`src/rtl/axi_lite_master.sv`:
```
// AXI4-Lite initiator: one command in, one AXI4-Lite read or write out, one response back.
// Optional watchdog abort is compiled in with `define AXI_LITE_MASTER_TIMEOUT_EN.
//
// state   | meaning
// IDLE    | cmd_ready high, waiting for a command
// WR      | AW and W offered, each dropped on its own handshake
// WRESP   | bready high, waiting for B
// RADDR   | AR offered
// RDATA   | rready high, waiting for R
// RESP    | response held until rsp_ready
module axi_lite_master #(
    parameter int C_M_AXI_ADDR_WIDTH = 4,
    parameter int TIMEOUT_CYCLES     = 1024
) (
    input  logic                          m_axi_aclk,
    input  logic                          m_axi_aresetn,
    input  logic                          cmd_valid,
    output logic                          cmd_ready,
    input  logic                          cmd_write,
    input  logic [C_M_AXI_ADDR_WIDTH-1:0] cmd_addr,
    input  logic [31:0]                   cmd_wdata,
    input  logic [3:0]                    cmd_wstrb,
    output logic                          rsp_valid,
    input  logic                          rsp_ready,
    output logic                          rsp_write,
    output logic [31:0]                   rsp_rdata,
    output logic [1:0]                    rsp_resp,
    output logic                          m_axi_awvalid,
    input  logic                          m_axi_awready,
    output logic [C_M_AXI_ADDR_WIDTH-1:0] m_axi_awaddr,
    output logic [2:0]                    m_axi_awprot,
    output logic                          m_axi_wvalid,
    input  logic                          m_axi_wready,
    output logic [31:0]                   m_axi_wdata,
    output logic [3:0]                    m_axi_wstrb,
    input  logic                          m_axi_bvalid,
    output logic                          m_axi_bready,
    input  logic [1:0]                    m_axi_bresp,
    output logic                          m_axi_arvalid,
    input  logic                          m_axi_arready,
    output logic [C_M_AXI_ADDR_WIDTH-1:0] m_axi_araddr,
    output logic [2:0]                    m_axi_arprot,
    input  logic                          m_axi_rvalid,
    output logic                          m_axi_rready,
    input  logic [31:0]                   m_axi_rdata,
    input  logic [1:0]                    m_axi_rresp
);

    localparam logic [2:0] S_IDLE  = 3'd0;
    localparam logic [2:0] S_WR    = 3'd1;
    localparam logic [2:0] S_WRESP = 3'd2;
    localparam logic [2:0] S_RADDR = 3'd3;
    localparam logic [2:0] S_RDATA = 3'd4;
    localparam logic [2:0] S_RESP  = 3'd5;

    logic [2:0]                    r_state;
    logic                          r_cmd_ready;
    logic [C_M_AXI_ADDR_WIDTH-1:0] r_addr;
    logic [31:0]                   r_wdata;
    logic [3:0]                    r_wstrb;
    logic                          r_awvalid;
    logic                          r_wvalid;
    logic                          r_bready;
    logic                          r_arvalid;
    logic                          r_rready;
    logic                          r_rsp_valid;
    logic                          r_rsp_write;
    logic [31:0]                   r_rsp_rdata;
    logic [1:0]                    r_rsp_resp;
    logic                          w_aw_done;
    logic                          w_w_done;
    logic                          w_abort;

    // A channel counts as done if it was already handshaken or handshakes this cycle.
    assign w_aw_done = !r_awvalid || m_axi_awready;
    assign w_w_done  = !r_wvalid  || m_axi_wready;

`ifdef AXI_LITE_MASTER_TIMEOUT_EN
    localparam int WDOG_W = $clog2(TIMEOUT_CYCLES + 1);
    logic [WDOG_W-1:0] r_wdog;
    logic              w_busy;

    assign w_busy  = (r_state != S_IDLE) && (r_state != S_RESP);
    assign w_abort = w_busy && (r_wdog == WDOG_W'(TIMEOUT_CYCLES - 1));

    always_ff @(posedge m_axi_aclk or negedge m_axi_aresetn) begin
        if (!m_axi_aresetn) begin
            r_wdog <= '0;
        end else if (r_state == S_IDLE) begin
            r_wdog <= '0;
        end else if (w_busy && !w_abort) begin
            r_wdog <= r_wdog + 1'b1;
        end
    end
`else
    logic w_unused_timeout;
    assign w_unused_timeout = (TIMEOUT_CYCLES != 0);
    assign w_abort          = 1'b0;
`endif

    always_ff @(posedge m_axi_aclk or negedge m_axi_aresetn) begin
        if (!m_axi_aresetn) begin
            r_state     <= S_IDLE;
            r_cmd_ready <= 1'b0;
            r_addr      <= '0;
            r_wdata     <= '0;
            r_wstrb     <= '0;
            r_awvalid   <= 1'b0;
            r_wvalid    <= 1'b0;
            r_bready    <= 1'b0;
            r_arvalid   <= 1'b0;
            r_rready    <= 1'b0;
            r_rsp_valid <= 1'b0;
            r_rsp_write <= 1'b0;
            r_rsp_rdata <= '0;
            r_rsp_resp  <= '0;
        end else if (w_abort) begin
            r_awvalid   <= 1'b0;
            r_wvalid    <= 1'b0;
            r_bready    <= 1'b0;
            r_arvalid   <= 1'b0;
            r_rready    <= 1'b0;
            r_rsp_rdata <= '0;
            r_rsp_resp  <= 2'b11;
            r_rsp_valid <= 1'b1;
            r_state     <= S_RESP;
        end else begin
            case (r_state)
                S_IDLE: begin
                    if (r_cmd_ready && cmd_valid) begin
                        r_cmd_ready <= 1'b0;
                        r_addr      <= cmd_addr;
                        r_wdata     <= cmd_wdata;
                        r_wstrb     <= cmd_wstrb;
                        r_rsp_write <= cmd_write;
                        if (cmd_write) begin
                            r_awvalid <= 1'b1;
                            r_wvalid  <= 1'b1;
                            r_state   <= S_WR;
                        end else begin
                            r_arvalid <= 1'b1;
                            r_state   <= S_RADDR;
                        end
                    end else begin
                        r_cmd_ready <= 1'b1;
                    end
                end
                S_WR: begin
                    if (r_awvalid && m_axi_awready) r_awvalid <= 1'b0;
                    if (r_wvalid && m_axi_wready)   r_wvalid  <= 1'b0;
                    if (w_aw_done && w_w_done) begin
                        r_bready <= 1'b1;
                        r_state  <= S_WRESP;
                    end
                end
                S_WRESP: begin
                    if (m_axi_bvalid) begin
                        r_bready    <= 1'b0;
                        r_rsp_resp  <= m_axi_bresp;
                        r_rsp_rdata <= '0;
                        r_rsp_valid <= 1'b1;
                        r_state     <= S_RESP;
                    end
                end
                S_RADDR: begin
                    if (m_axi_arready) begin
                        r_arvalid <= 1'b0;
                        r_rready  <= 1'b1;
                        r_state   <= S_RDATA;
                    end
                end
                S_RDATA: begin
                    if (m_axi_rvalid) begin
                        r_rready    <= 1'b0;
                        r_rsp_rdata <= m_axi_rdata;
                        r_rsp_resp  <= m_axi_rresp;
                        r_rsp_valid <= 1'b1;
                        r_state     <= S_RESP;
                    end
                end
                S_RESP: begin
                    if (rsp_ready) begin
                        r_rsp_valid <= 1'b0;
                        r_cmd_ready <= 1'b1;
                        r_state     <= S_IDLE;
                    end
                end
                default: begin
                    r_state <= S_IDLE;
                end
            endcase
        end
    end

    assign cmd_ready     = r_cmd_ready;
    assign rsp_valid     = r_rsp_valid;
    assign rsp_write     = r_rsp_write;
    assign rsp_rdata     = r_rsp_rdata;
    assign rsp_resp      = r_rsp_resp;
    assign m_axi_awvalid = r_awvalid;
    assign m_axi_awaddr  = r_addr;
    assign m_axi_awprot  = 3'b000;
    assign m_axi_wvalid  = r_wvalid;
    assign m_axi_wdata   = r_wdata;
    assign m_axi_wstrb   = r_wstrb;
    assign m_axi_bready  = r_bready;
    assign m_axi_arvalid = r_arvalid;
    assign m_axi_araddr  = r_addr;
    assign m_axi_arprot  = 3'b000;
    assign m_axi_rready  = r_rready;

endmodule

```
`config.mk`:
```
export PLATFORM = sky130hd
export DESIGN_NAME = axi_lite_master
export DESIGN_NICKNAME = d
export VERILOG_FILES = /design/src/rtl/axi_lite_master.sv
export SDC_FILE = /design/constraint.sdc
export NUM_CORES = 1
export LEC_CHECK = 0
export ABC_AREA = 1
export CAP_MARGIN = 25
export CORE_ASPECT_RATIO = 0.9
export CORE_MARGIN = 5
export CORE_UTILIZATION = 25
export CTS_CLUSTER_SIZE = 10
export DETAILED_ROUTE_END_ITERATION = 12
export PLACE_DENSITY_LB_ADDON = 0.1
export SLEW_MARGIN = 30
export SYNTH_ARGS = -nofsm -noshare
export SYNTH_HDL_FRONTEND = slang
export SYNTH_SLANG_ARGS = --single-unit
```
`constraint.sdc`:
```
create_clock -name m_axi_aclk -period 2.32 [get_ports m_axi_aclk]
set_input_delay 0.348 -clock m_axi_aclk [delete_from_list [all_inputs] [get_ports m_axi_aclk]]
set_output_delay 0.348 -clock m_axi_aclk [all_outputs]
set_load 0.05 [all_outputs]
```
Yosys cells after proc, flatten, opt, wreduce, memory -nomap -nowiden
Cells that the tools add are included.
{"block": "totals", "register_bits": 85, "inputBits": 86, "out_inout_bits": 92, "word_cells": 92}
{"block": "op_classes", "eq_ne": 15, "mux": 37, "n_reduce_logical": 26}
{"operator": "$mux 32", "n": 2}
{"operator": "$pmux 32 s2", "n": 1}
{"operator": "$ne 2x2->1 const B", "n": 10}
{"operator": "$mux 3", "n": 6}
{"operator": "$pmux 3 s6", "n": 1}
{"operator": "$mux 1", "n": 16}
{"operator": "$reduce_and 4->1", "n": 4}
{"operator": "$pmux 1 s2", "n": 6}
{"operator": "$reduce_bool 2->1", "n": 6}
{"operator": "$reduce_and 3->1", "n": 3}
{"operator": "$eq 3x2->1 const B", "n": 2}
{"operator": "$eq 3x3->1 const B", "n": 2}
{"operator": "$mux 2", "n": 3}
{"operator": "$reduce_and 6->1", "n": 1}
{"operator": "$logic_and 1x1->1", "n": 4}
{"operator": "$pmux 2 s2", "n": 1}
{"operator": "$reduce_and 2->1", "n": 2}
{"operator": "$eq 3x1->1 const B", "n": 1}
{"operator": "$logic_not 3->1", "n": 1}
{"operator": "$pmux 1 s3", "n": 1}
{"operator": "$reduce_bool 3->1", "n": 1}
{"operator": "$logic_not 1->1", "n": 2}
{"operator": "$logic_or 1x1->1", "n": 2}

Longest topological paths before layout
{"block": "depth", "depth_word": 5, "ltp_mapped": 10, "ltp_nobuf": 9}

Least setup slack after synthesis
OpenSTA, ideal clock, no wires.
{"block": "synth_timing", "path_type": "flip-flop to flip-flop", "startpoint": "register r_cmd_ready (netlist: cmd_ready)", "endpoint": "register r_state[0]", "setup_ns": 0.117, "arrival_ns": 1.337, "required_time_ns": 2.203, "path_slack_ns": 0.866, "stages_incl_launch_ff": 8, "path_buffers": 0, "period_less_slack_ns": 1.454, "path_cell_list": "dfrtp_1 -> nand2_1 -> nand3_1 -> nand2_1 -> nor2_1 -> nand2_1 -> nand2_1 -> nand2_1"}
{"block": "synth_between", "elab_chain_len": 3}
{"element": "start, declared", "line": "57", "source": "logic r_cmd_ready;"}
{"element": "start signal, assigned", "line": "104", "source": "r_cmd_ready <= 1'b0;"}
{"element": "start signal, assigned", "line": "131", "source": "r_cmd_ready <= 1'b0;"}
{"element": "start signal, assigned", "line": "145", "source": "r_cmd_ready <= 1'b1;"}
{"element": "$logic_and 1x1->1", "line": "130", "source": "if (r_cmd_ready && cmd_valid) begin"}
{"element": "$ne 2x2->1 (no line)"}
{"element": "$reduce_and 6->1 (no line)"}
{"element": "end signal, assigned", "line": "126", "source": "r_state <= S_RESP;"}
{"element": "end signal, assigned", "line": "139", "source": "r_state <= S_WR;"}
{"element": "end signal, assigned", "line": "142", "source": "r_state <= S_RADDR;"}
{"element": "end, declared", "line": "56", "source": "logic [2:0] r_state;"}
No other way between the ends.
A chain may end at the register's enable or synchronous reset.

Worst setup path in the final report
{"block": "layout_timing", "startpoint": "register r_rsp_rdata[9] (netlist: rsp_rdata[9])", "endpoint": "output rsp_rdata[9]"}
{"element": "start, declared", "line": "68", "source": "logic [31:0] r_rsp_rdata;"}
{"element": "start signal, assigned", "line": "175", "source": "r_rsp_rdata <= m_axi_rdata;"}
{"element": "end, declared", "line": "26", "source": "output logic [31:0] rsp_rdata,"}
No word-level cell between the ends.

==> flow_metrics.tcl <==
set metrics [dict create \
    rsz0062_at_grt "no" \
    core_area_mm2 0.0146 \
    port_buffers 171 \
    yosys_most_used_dff "dfrtp_1" \
    fillerInstances 1512 \
    maxCapViolCount 0 \
    fp.dieW_um 138 \
    grt-ovfl-total 0 \
    slowest_delay_ps 850 \
    grt_max_degree 46 \
    netlist.area_leader.share 0.574 \
    skew_ps 8.32 \
    slew_headroom 0.620 \
    status "finished, violations left" \
    setup_viol 0 \
    cts_setup_buffers 0 \
    vdd_drop_max_mv 0.563 \
    yosys-top-cells-count "nand2_1 (206), dfrtp_1 (85), o21ai_2 (20), nand2_2 (18), buf_2 (14)" \
    drv_slew 0 \
    root_buffer "clkbuf_16" \
    p_leak_nw 2.69 \
    p_total_mw 9.68 \
    die_y_um 125 \
    drtIter0Drc 84 \
    end_kind "primary output" \
    vias_per_cell 4.01 \
    syn-cell-area_mm2 0.00370 \
    ios 178 \
    start_kind "flop" \
    slowest_stage "clkdlybuf4s50_1" \
    avgSynthCellArea_um2 8.84 \
    synth_cell_types 27 \
    ys_seq_area_frac 0.574 \
    crit_start "rsp_rdata[9]" \
    power_density_mw_per_mm2 1650 \
    antenna_found_initial 0 \
    path_cells "clkdlybuf4s50_1" \
    cts_hold_buf 0 \
    path_clk_slew_ps 60 \
    cts_tree "built" \
    tns_ps 0 \
    worstSkewPairLatency_ps 340 \
    routed_wl_um 10500 \
    cts.path.max_buffers 2 \
    cp_max_fo 2 \
    path_class "flop to primary output" \
    synth_edf_count 0 \
    cp_data_arrival_time_ps 1550 \
    wire_per_inst_um 13.4 \
    hold_path_class "input pin to asynchronous set/reset pin" \
    seqPwrFrac 0.265 \
    drt-pass1-iter-count 4 \
    htree_levels 3 \
    tightest_slew_ps 570 \
    place_congestion 0.735 \
    worst-endpoint-required_ps 1970 \
    fmax_mhz 528 \
    async_reset_ff_frac 1.00 \
    cts_sinks 85 \
    synth_seq_cells 85 \
    period_share 0.817 \
    ant_nets 0 \
    post-dp-hpwl_um 7670 \
    p_clk_frac 0.159 \
    drive_gt1_frac 0.114 \
    dieArea_mm2 0.0174 \
    gr-usage-all-layers 0.124 \
    netSwitchingFraction 0.495 \
    final_cell_area_mm2 0.00587 \
    grt_pass1_vias 3254 \
    final-instance-count-excl-fill 784 \
    cts_resized 0 \
    placedCellCount 769 \
    vias 3145 \
    synth_area_leaders "dfrtp_1 (57%), nand2_1 (21%), o21ai_2 (4.7%)" \
    antenna_cells 0 \
    cts-buffers-inserted 9 \
    p_switching_mw 4.79 \
    p_int_mw 4.89 \
    start_util 0.254 \
    multi_input_area_mm2 0.00133 \
    finalHoldViolations 7 \
    r2r-start "r_state[1]" \
    finalCriticalPeriod_ps 1890 \
    path_buf_inv 1 \
    syn_to_final_growth_pct 58.5 \
    yosysMostFrequentCell "nand2_1" \
    p_comb_frac 0.576 \
    violations "negative hold slack" \
    synthCells 419 \
    row_count 42 \
    grt_pass1_wl_um 17200 \
    drc 0 \
    cp_top_family "buffers and inverters" \
    synth_largest_area_cell "dfrtp_1" \
    place_area_mm2 0.00556 \
    whs_ps -9.82 \
    final-seq-area_mm2 0.00213 \
    finalNetCount 668 \
    ys.warnings.count 0 \
]
-- metrics by stage --
step            util  setup WS (ps)
2_1_floorplan      -            866
3_3_place_gp   0.380            402
3_5_place_dp   0.380            362
4_1_cts        0.402            394
5_1_grt        0.402            278
6_report       0.402            425
-- area by class of cell --
cell class                      instances  share of cell area
Sequential cell                        85               0.362
Timing Repair Buffer                  177               0.305
Multi-Input combinational cell        293               0.227
Tap cell                              198              0.0422
Clock buffer                           11              0.0413
Clock inverter                          4              0.0124
Inverter                               16              0.0102
-- worst paths after layout --
path,endpoint,slack (ps),cells past startpoint
worst max-delay path,rsp_rdata[9],430,1
worst min-delay path,m_axi_wdata[8],-10,1
worst max register to register,rsp_rdata[29],470,7
worst min register to register,m_axi_wdata[25],470,2
max in group asynchronous,rsp_rdata[31],1660,2
min in group m_axi_aclk,m_axi_wdata[25],470,2
-- per-layer routing --
| metal | up-vias | track usage | wire, um |
|---|---|---|---|
| met5 | - | 0 | 0 |
| met4 | 0 | 0.0517 | 248 |
| met3 | 16 | 0.0389 | 531 |
| met2 | 85 | 0.212 | 5320 |
| met1 | 1435 | 0.143 | 4430 |
| li1 | 1609 | - | - |
-- registers in the layout, summed over array words and instances (netlist names), 2 cells and up --
signal,flops
rsp_rdata,32
m_axi_wstrb,4
r_state,3
m_axi_araddr,4
m_axi_wdata,32
rsp_resp,2
-- logic make-up (layout without fill, tap and decap cells) --
| logic type | count (synthesis) | count (layout) | share of synthesized area |
|---|---|---|---|
| other | 1 | 6 | 0.00101 |
| buffers and inverters | 46 | 208 | 0.0730 |
| AND/OR/NAND/NOR | 247 | 247 | 0.275 |
| flip-flops | 85 | 85 | 0.574 |
| AO/OA/AOI/OAI | 40 | 40 | 0.0764 |
-- placed cells by master (no fill, tap or decap), types with 2 or more instances in the layout --
master / n
dfrtp_1: 85
o21ai_1: 2
nand2_2: 18
inv_2: 2
a21oi_1: 2
nand3_1: 10
nor2_1: 6
bufinv_16: 2
conb_1: 6
buf_12: 3
o21ai_2: 20
clkbuf_16: 9
nand2_1: 206
inv_1: 13
nand3_2: 2
nor2_4: 2
o21ai_0: 12
buf_4: 4
clkdlybuf4s50_1: 170
-- power groups by stage --
stage / Clock [mW] / Sequential (mW) / Combinational, mW
after CTS: 1.61 / 2.58 / 5.66
after global routing: 1.68 / 2.67 / 5.94
after detailed placement: 0 / 2.59 / 5.65
after global placement: 0 / 2.59 / 5.62
after floorplan: 0 / 4.73 / 1.68
final: 1.54 / 2.57 / 5.57
No activity file was read; power rests on OpenSTA's default activity.
==> edit 1 (same flow settings) <==
Build with the macro `AXI_LITE_MASTER_TIMEOUT_EN` defined.
--- a/src/rtl/axi_lite_master.sv
+++ b/src/rtl/axi_lite_master.sv
@@ -10,2 +10,4 @@
 // RESP    | response held until rsp_ready
+`define AXI_LITE_MASTER_TIMEOUT_EN
+
 module axi_lite_master #(
Check against the original RTL: no difference found for any inputs over 10 cycles, from zero or initial values and one cycle with m_axi_aresetn low; that may be too few to reach the edited logic, so the function may still have changed.
==> edit 1 against the unedited design <==
Sequential cell count grew 11. Power rose by 5.9%. Sequential share of layout area is 0.61 points higher. Worst setup slack worse by 92 ps. Wire length up 21%. Non-clock buffer count is 3 higher. Synthesized area up 16%. Final area grew 11%. Core utilization is 1.4 points lower. Via count is 22% higher. Synthesized cell count increased by 24%. Critical endpoint is now m_axi_arvalid.
==> edit 1: results (changes against the unedited design) <==
qor: placement.detailedPlace.worstSlack 356 ps [was 362 ps]
qor: placement.hpwlAfterDp 9.19 mm [was 7.67 mm]
qor: synthesis.synth_common_cells nand2_1 (234), dfrtp_1 (96), o21ai_0 (36) [was nand2_1 (206), dfrtp_1 (85), o21ai_2 (20)]
qor: route.drt_first_iter_violations 226 [was 84]
qor: finish.antenna_cells 0 [unchanged]
qor: synthesis.area_contributors_post_synth dfrtp_1 (56%), nand2_1 (21%), o21ai_0 (4.2%), inv_1 (2.8%), nor2_1 (2.0%) [was dfrtp_1 (57%), nand2_1 (21%), o21ai_2 (4.7%), nand2_2 (3.0%), buf_4 (2.2%)]
qor: synthesis.yosys.area_share.xor_xnor 0% [unchanged]
qor: setup_path.path_delay_family compound AO/OA/AOI/OAI gates [was buffers and inverters]
qor: synthesis.synthMuxAreaShare 0.234% [was 0%]
qor: timing.skew 8.32 ps [about the same]
qor: placement.place_congestion 0.835 [was 0.735]
qor: clock_tree.clock_latency 350 ps
qor: synthesis.ys.flop_type dfrtp_1 [unchanged]
qor: finish.n_fill_cell 1,692 [was 1,512]
qor: route.routed_wl 12.7 mm [was 10.5 mm]
qor: synthesis.ys_types 28 [was 27]
qor: synthesis.synth-async-reset-ratio 100% [unchanged]
qor: setup_path.worst-path-max-fanout 8 [was 2]
qor: setup_path.critical_path.slowest_cell dfrtp_1 [was clkdlybuf4s50_1]
qor: synthesis.yosys.area_share.adder 0.292% [was 0%]
qor: route.dr_total_vias 3,832 [was 3,145]
qor: global_routing.global_route.usage.total 13.1% [was 12.4%]
qor: finish.finish.net_count 774 [was 668]
qor: outcome.outcome complete, no violations [was complete, but fails checks]
qor: placement.count_of_buffers_from_port_buffering 171 [unchanged]
qor: power.vdd_ir_drop_max 0.629 mV [was 0.563 mV]
qor: clock_tree.cts_made_buffers 9 [unchanged]
qor: power.power.internal 0.00514 W [was 0.00489 W]
qor: clock_tree.cts_max_path_buffers 2 [unchanged]
qor: setup_path.critical_path_arrival 2220 ps [was 1550 ps]
qor: synthesis.ys_seq_area_share 56.1% [was 57.4%]
qor: finish.drive_above_1_share 6.08% [was 11.4%]
qor: global_routing.grt_antenna_before_repair 0 [unchanged]
qor: placement.placement.cell_area 0.00620 mm^2 [was 0.00556 mm^2]
qor: setup_path.critical_path.max_stage_delay 440 ps [was 850 ps]
qor: clock_tree.postCtsSetupRepairBufs 0 [unchanged]
qor: timing.tightest_slew 564 ps [was 570 ps]
qor: power.leak 3.00 nW [was 2.69 nW]
qor: synthesis.synth-warning-count 0 [unchanged]
qor: synthesis.fraction_of_the_mapped_netlist_area_in_compound_gates 7.98% [was 7.64%]
qor: route.drtPass1Iterations 4 [unchanged]
qor: global_routing.grt_max_degree 43 [was 46]
qor: clock_tree.clk_pin_slew_worst_setup_hold_paths 70 ps
qor: global_routing.global_route_wire_length_before_repair 20.6 mm [was 17.2 mm]
[edit 1: power groups by stage]
stage	clock, W	sequential [W]	combinational [W]
after detailed placement	0	0.00285	0.00589
after global placement	0	0.00283	0.00586
after CTS	0.00168	0.00284	0.00591
final	0.00160	0.00283	0.00582
after global routing	0.00174	0.00294	0.00627
after floorplan	0	0.00503	0.00169
[edit 1: layout make-up]
cell class / instances / area share (%)
timing repair buffer: 180 / 27.9
multi-input combinational: 366 / 24.6
inverter: 34 / 1.96
clock inverter: 5 / 1.25
sequential: 96 / 36.8
tap: 211 / 4.05
clock buffer: 10 / 3.51
[edit 1: per-layer routing]
metal / part of all wire [%] / wire [um] / global-route usage [%] / vias to the layer above
met1: 44 / 5640 / 17.1 / 1741
met2: 42 / 5390 / 19.0 / 143
met4: 0.64 / 81 / 2.77 / 0
met3: 13 / 1590 / 7.33 / 7
met5: 0 / 0 / 0 / -
li1: - / - / - / 1941
[edit 1: path summary, 6_finish.rpt]
kind | startpoint | end | slack (ps) | cells after the start
worst min register to register | m_axi_wdata[22] | m_axi_wdata[22] | 470 | 2
min in group m_axi_aclk | m_axi_wdata[22] | m_axi_wdata[22] | 470 | 2
worst min-delay path | m_axi_aresetn | r_wdog[9] | 440 | 2
worst max-delay path | r_wdog[0] | m_axi_arvalid | 330 | 8
max in group asynchronous | m_axi_aresetn | rsp_rdata[10] | 1110 | 3
worst max register to register | r_wdog[0] | m_axi_arvalid | 330 | 8
[edit 1: through the flow]
step                util, %  cells
floorplan                 -    526
global placement       36.8    886
detailed placement     36.8    886
CTS                    38.7    902
global route           38.7    902
finish                 38.7    902
[edit 1: timing repair]
| item | CTS | global route |
|---|---|---|
| hold buffers | 1 | 0 |
| hold endpoints to repair | 21 | 0 |
| resized for setup | 0 | 0 |
==> edit 2 (same settings) <==
Made on the original files. Change the parameter `C_M_AXI_ADDR_WIDTH` from 4 to 5.
--- a/src/rtl/axi_lite_master.sv
+++ b/src/rtl/axi_lite_master.sv
@@ -11,3 +11,3 @@
 module axi_lite_master #(
-    parameter int C_M_AXI_ADDR_WIDTH = 4,
+    parameter int C_M_AXI_ADDR_WIDTH = 5,
     parameter int TIMEOUT_CYCLES     = 1024
Interface: changed (resized cmd_addr, m_axi_araddr and m_axi_awaddr); port bits go from 178 to 181. No check against the original RTL was run, so the function may have changed too.
==> edit 2 against the unedited design <==
Combinational power up 4%. Critical path type unchanged. Sequential power up 3%. Wire length up 5.3%. Global-route usage up 0.51 points. Sequential cell count up 1. Register-to-register slack better by 140 ps. Power up 4.2%. Worst setup slack worse by 34 ps. First-iteration DRC count up 17%. Synthesized area up 3.2%. Final area up 2.9%.
==> edit 2: results (changes against the unedited design) <==
qor: outcome.outcome complete, no violations [was complete, but fails checks]
qor: setup_path.rrSetupSlack 610 ps [was 470 ps]
qor: setup_path.crit_path_start rsp_rdata[7] [was rsp_rdata[9]]
qor: finish.drive_above_1_share 11.7% [was 11.4%]
qor: route.avgRoutedWirePerCell 13.9 um [was 13.4 um]
qor: synthesis.synth_area_per_cell 9.02 um^2 [was 8.84 um^2]
qor: global_routing.grt_max_degree 43 [was 46]
qor: synthesis.synth_common_cells nand2_1 (209), dfrtp_1 (86), o21ai_2 (20) [was nand2_1 (206), dfrtp_1 (85), o21ai_2 (20)]
qor: global_routing.vias_in_the_first_global_route 3,359 [was 3,254]
qor: finish.finish.net_count 679 [was 668]
qor: setup_path.timing.rr.start r_state[0] [was r_state[1]]
qor: setup_path.critical_path_arrival 1580 ps [was 1550 ps]
qor: timing.skew 7.78 ps [was 8.32 ps]
qor: placement.place_congestion 0.739 [was 0.735]
qor: route.drt_first_iter_violations 98 [was 84]
qor: timing.period_share 83.1% [was 81.7%]
qor: synthesis.ys_types 30 [was 27]
qor: placement.hpwlAfterDp 8.19 mm [was 7.67 mm]
qor: finish.n_fill_cell 1,520 [was 1,512]
qor: synthesis.area_contributors_post_synth dfrtp_1 (56%), nand2_1 (21%), o21ai_2 (4.6%), nand2_4 (2.9%), buf_4 (2.4%) [was dfrtp_1 (57%), nand2_1 (21%), o21ai_2 (4.7%), nand2_2 (3.0%), buf_4 (2.2%)]
qor: synthesis.ys_seq_area_share 56.3% [was 57.4%]
qor: power.vdd_ir_drop_max 0.823 mV [was 0.563 mV]
qor: setup_path.worst-r2r-cell-count 6 [was 7]
qor: global_routing.global_route.usage.total 12.9% [was 12.4%]
qor: timing.maxSlewHeadroom 50.9% [was 62.0%]
## edit 2: cell types whose count changed in the layout (fill, tap and decap cells not counted)
cell / delta
bufinv_16: +1
buf_4: +3
nand2_4: +10
nand3_2: -1
dfrtp_1: +1
clkinv_4: +1
nand2_1: +3
clkdlybuf4s50_1: +3
buf_12: -1
nand2_2: -10
clkinv_2: -1
nand3_4: +1
dlygate4sd3_1: +1
## edit 2: logic make-up after synthesis
family / synth area share (%)
buf+inv: 7.62
simple gates: 28.6
compound gates: 7.40
other cells: 0.0981
flops: 56.3
## edit 2: stage by stage
stage          cell area, um^2  worst slack, ps  cells  hold slack (ps)  power [W]
3_5_place_dp              5680              531    778              327    0.00851
2_1_floorplan             3840              815    429             52.4    0.00666
5_1_grt                   6040              318    795              486     0.0107
4_1_cts                   6040              355    795              473     0.0103
3_3_place_gp              5680              561    778              326    0.00847
6_report                  6040              391    795              469     0.0101
## edit 2: worst register-to-register path, cell delays in order, from the launching register on
cell	delay [ps]
dfrtp_1	510
inv_2	140
nand2_1	170
nor2_4	50
inv_2	520
nand2_1	150
nand2_1	90
## edit 2: how the worst max path moves through the flow
stage | end | cells after the start
global placement | m_axi_wdata[18] | 6
floorplan | r_state[0] | 7
finish | rsp_rdata[7] | 1
CTS | rsp_rdata[7] | 1
detailed placement | m_axi_wdata[20] | 6
global route | rsp_rdata[7] | 1
## edit 2: repair_timing
action / 4_1_cts / 5_1_grt
setup endpoints to repair: 0 / 0
endpoints found under the hold margin: 28 / 0
hold buffers: 1 / 0
## edit 2: area by class of cell
cell class,count,area [um^2],share of cell area (%)
sequential,86,2150,35.6
timing repair buffer,183,1830,30.4
multi-input combinational,296,1400,23.2
tap,198,248,4.10
clock buffer,11,243,4.02
clock inverter,5,106,1.76
inverter,16,60.1,0.994
## edit 2: layer usage
layer	vias up	track usage (%)	part of all wire (%)
met1	1496	15.6	42
met3	14	4.11	5.6
met2	88	21.5	50
li1	1636	-	-
met5	-	0	0
met4	0	4.62	2.0
## edit 2: power breakdown
part	internal (W)	total, W	switching, W	leakage [nW]
Clock	0.00108	0.00167	0.000589	0.166
Sequential	0.00217	0.00264	0.000469	1.11
Combinational	0.00186	0.00577	0.00392	1.51
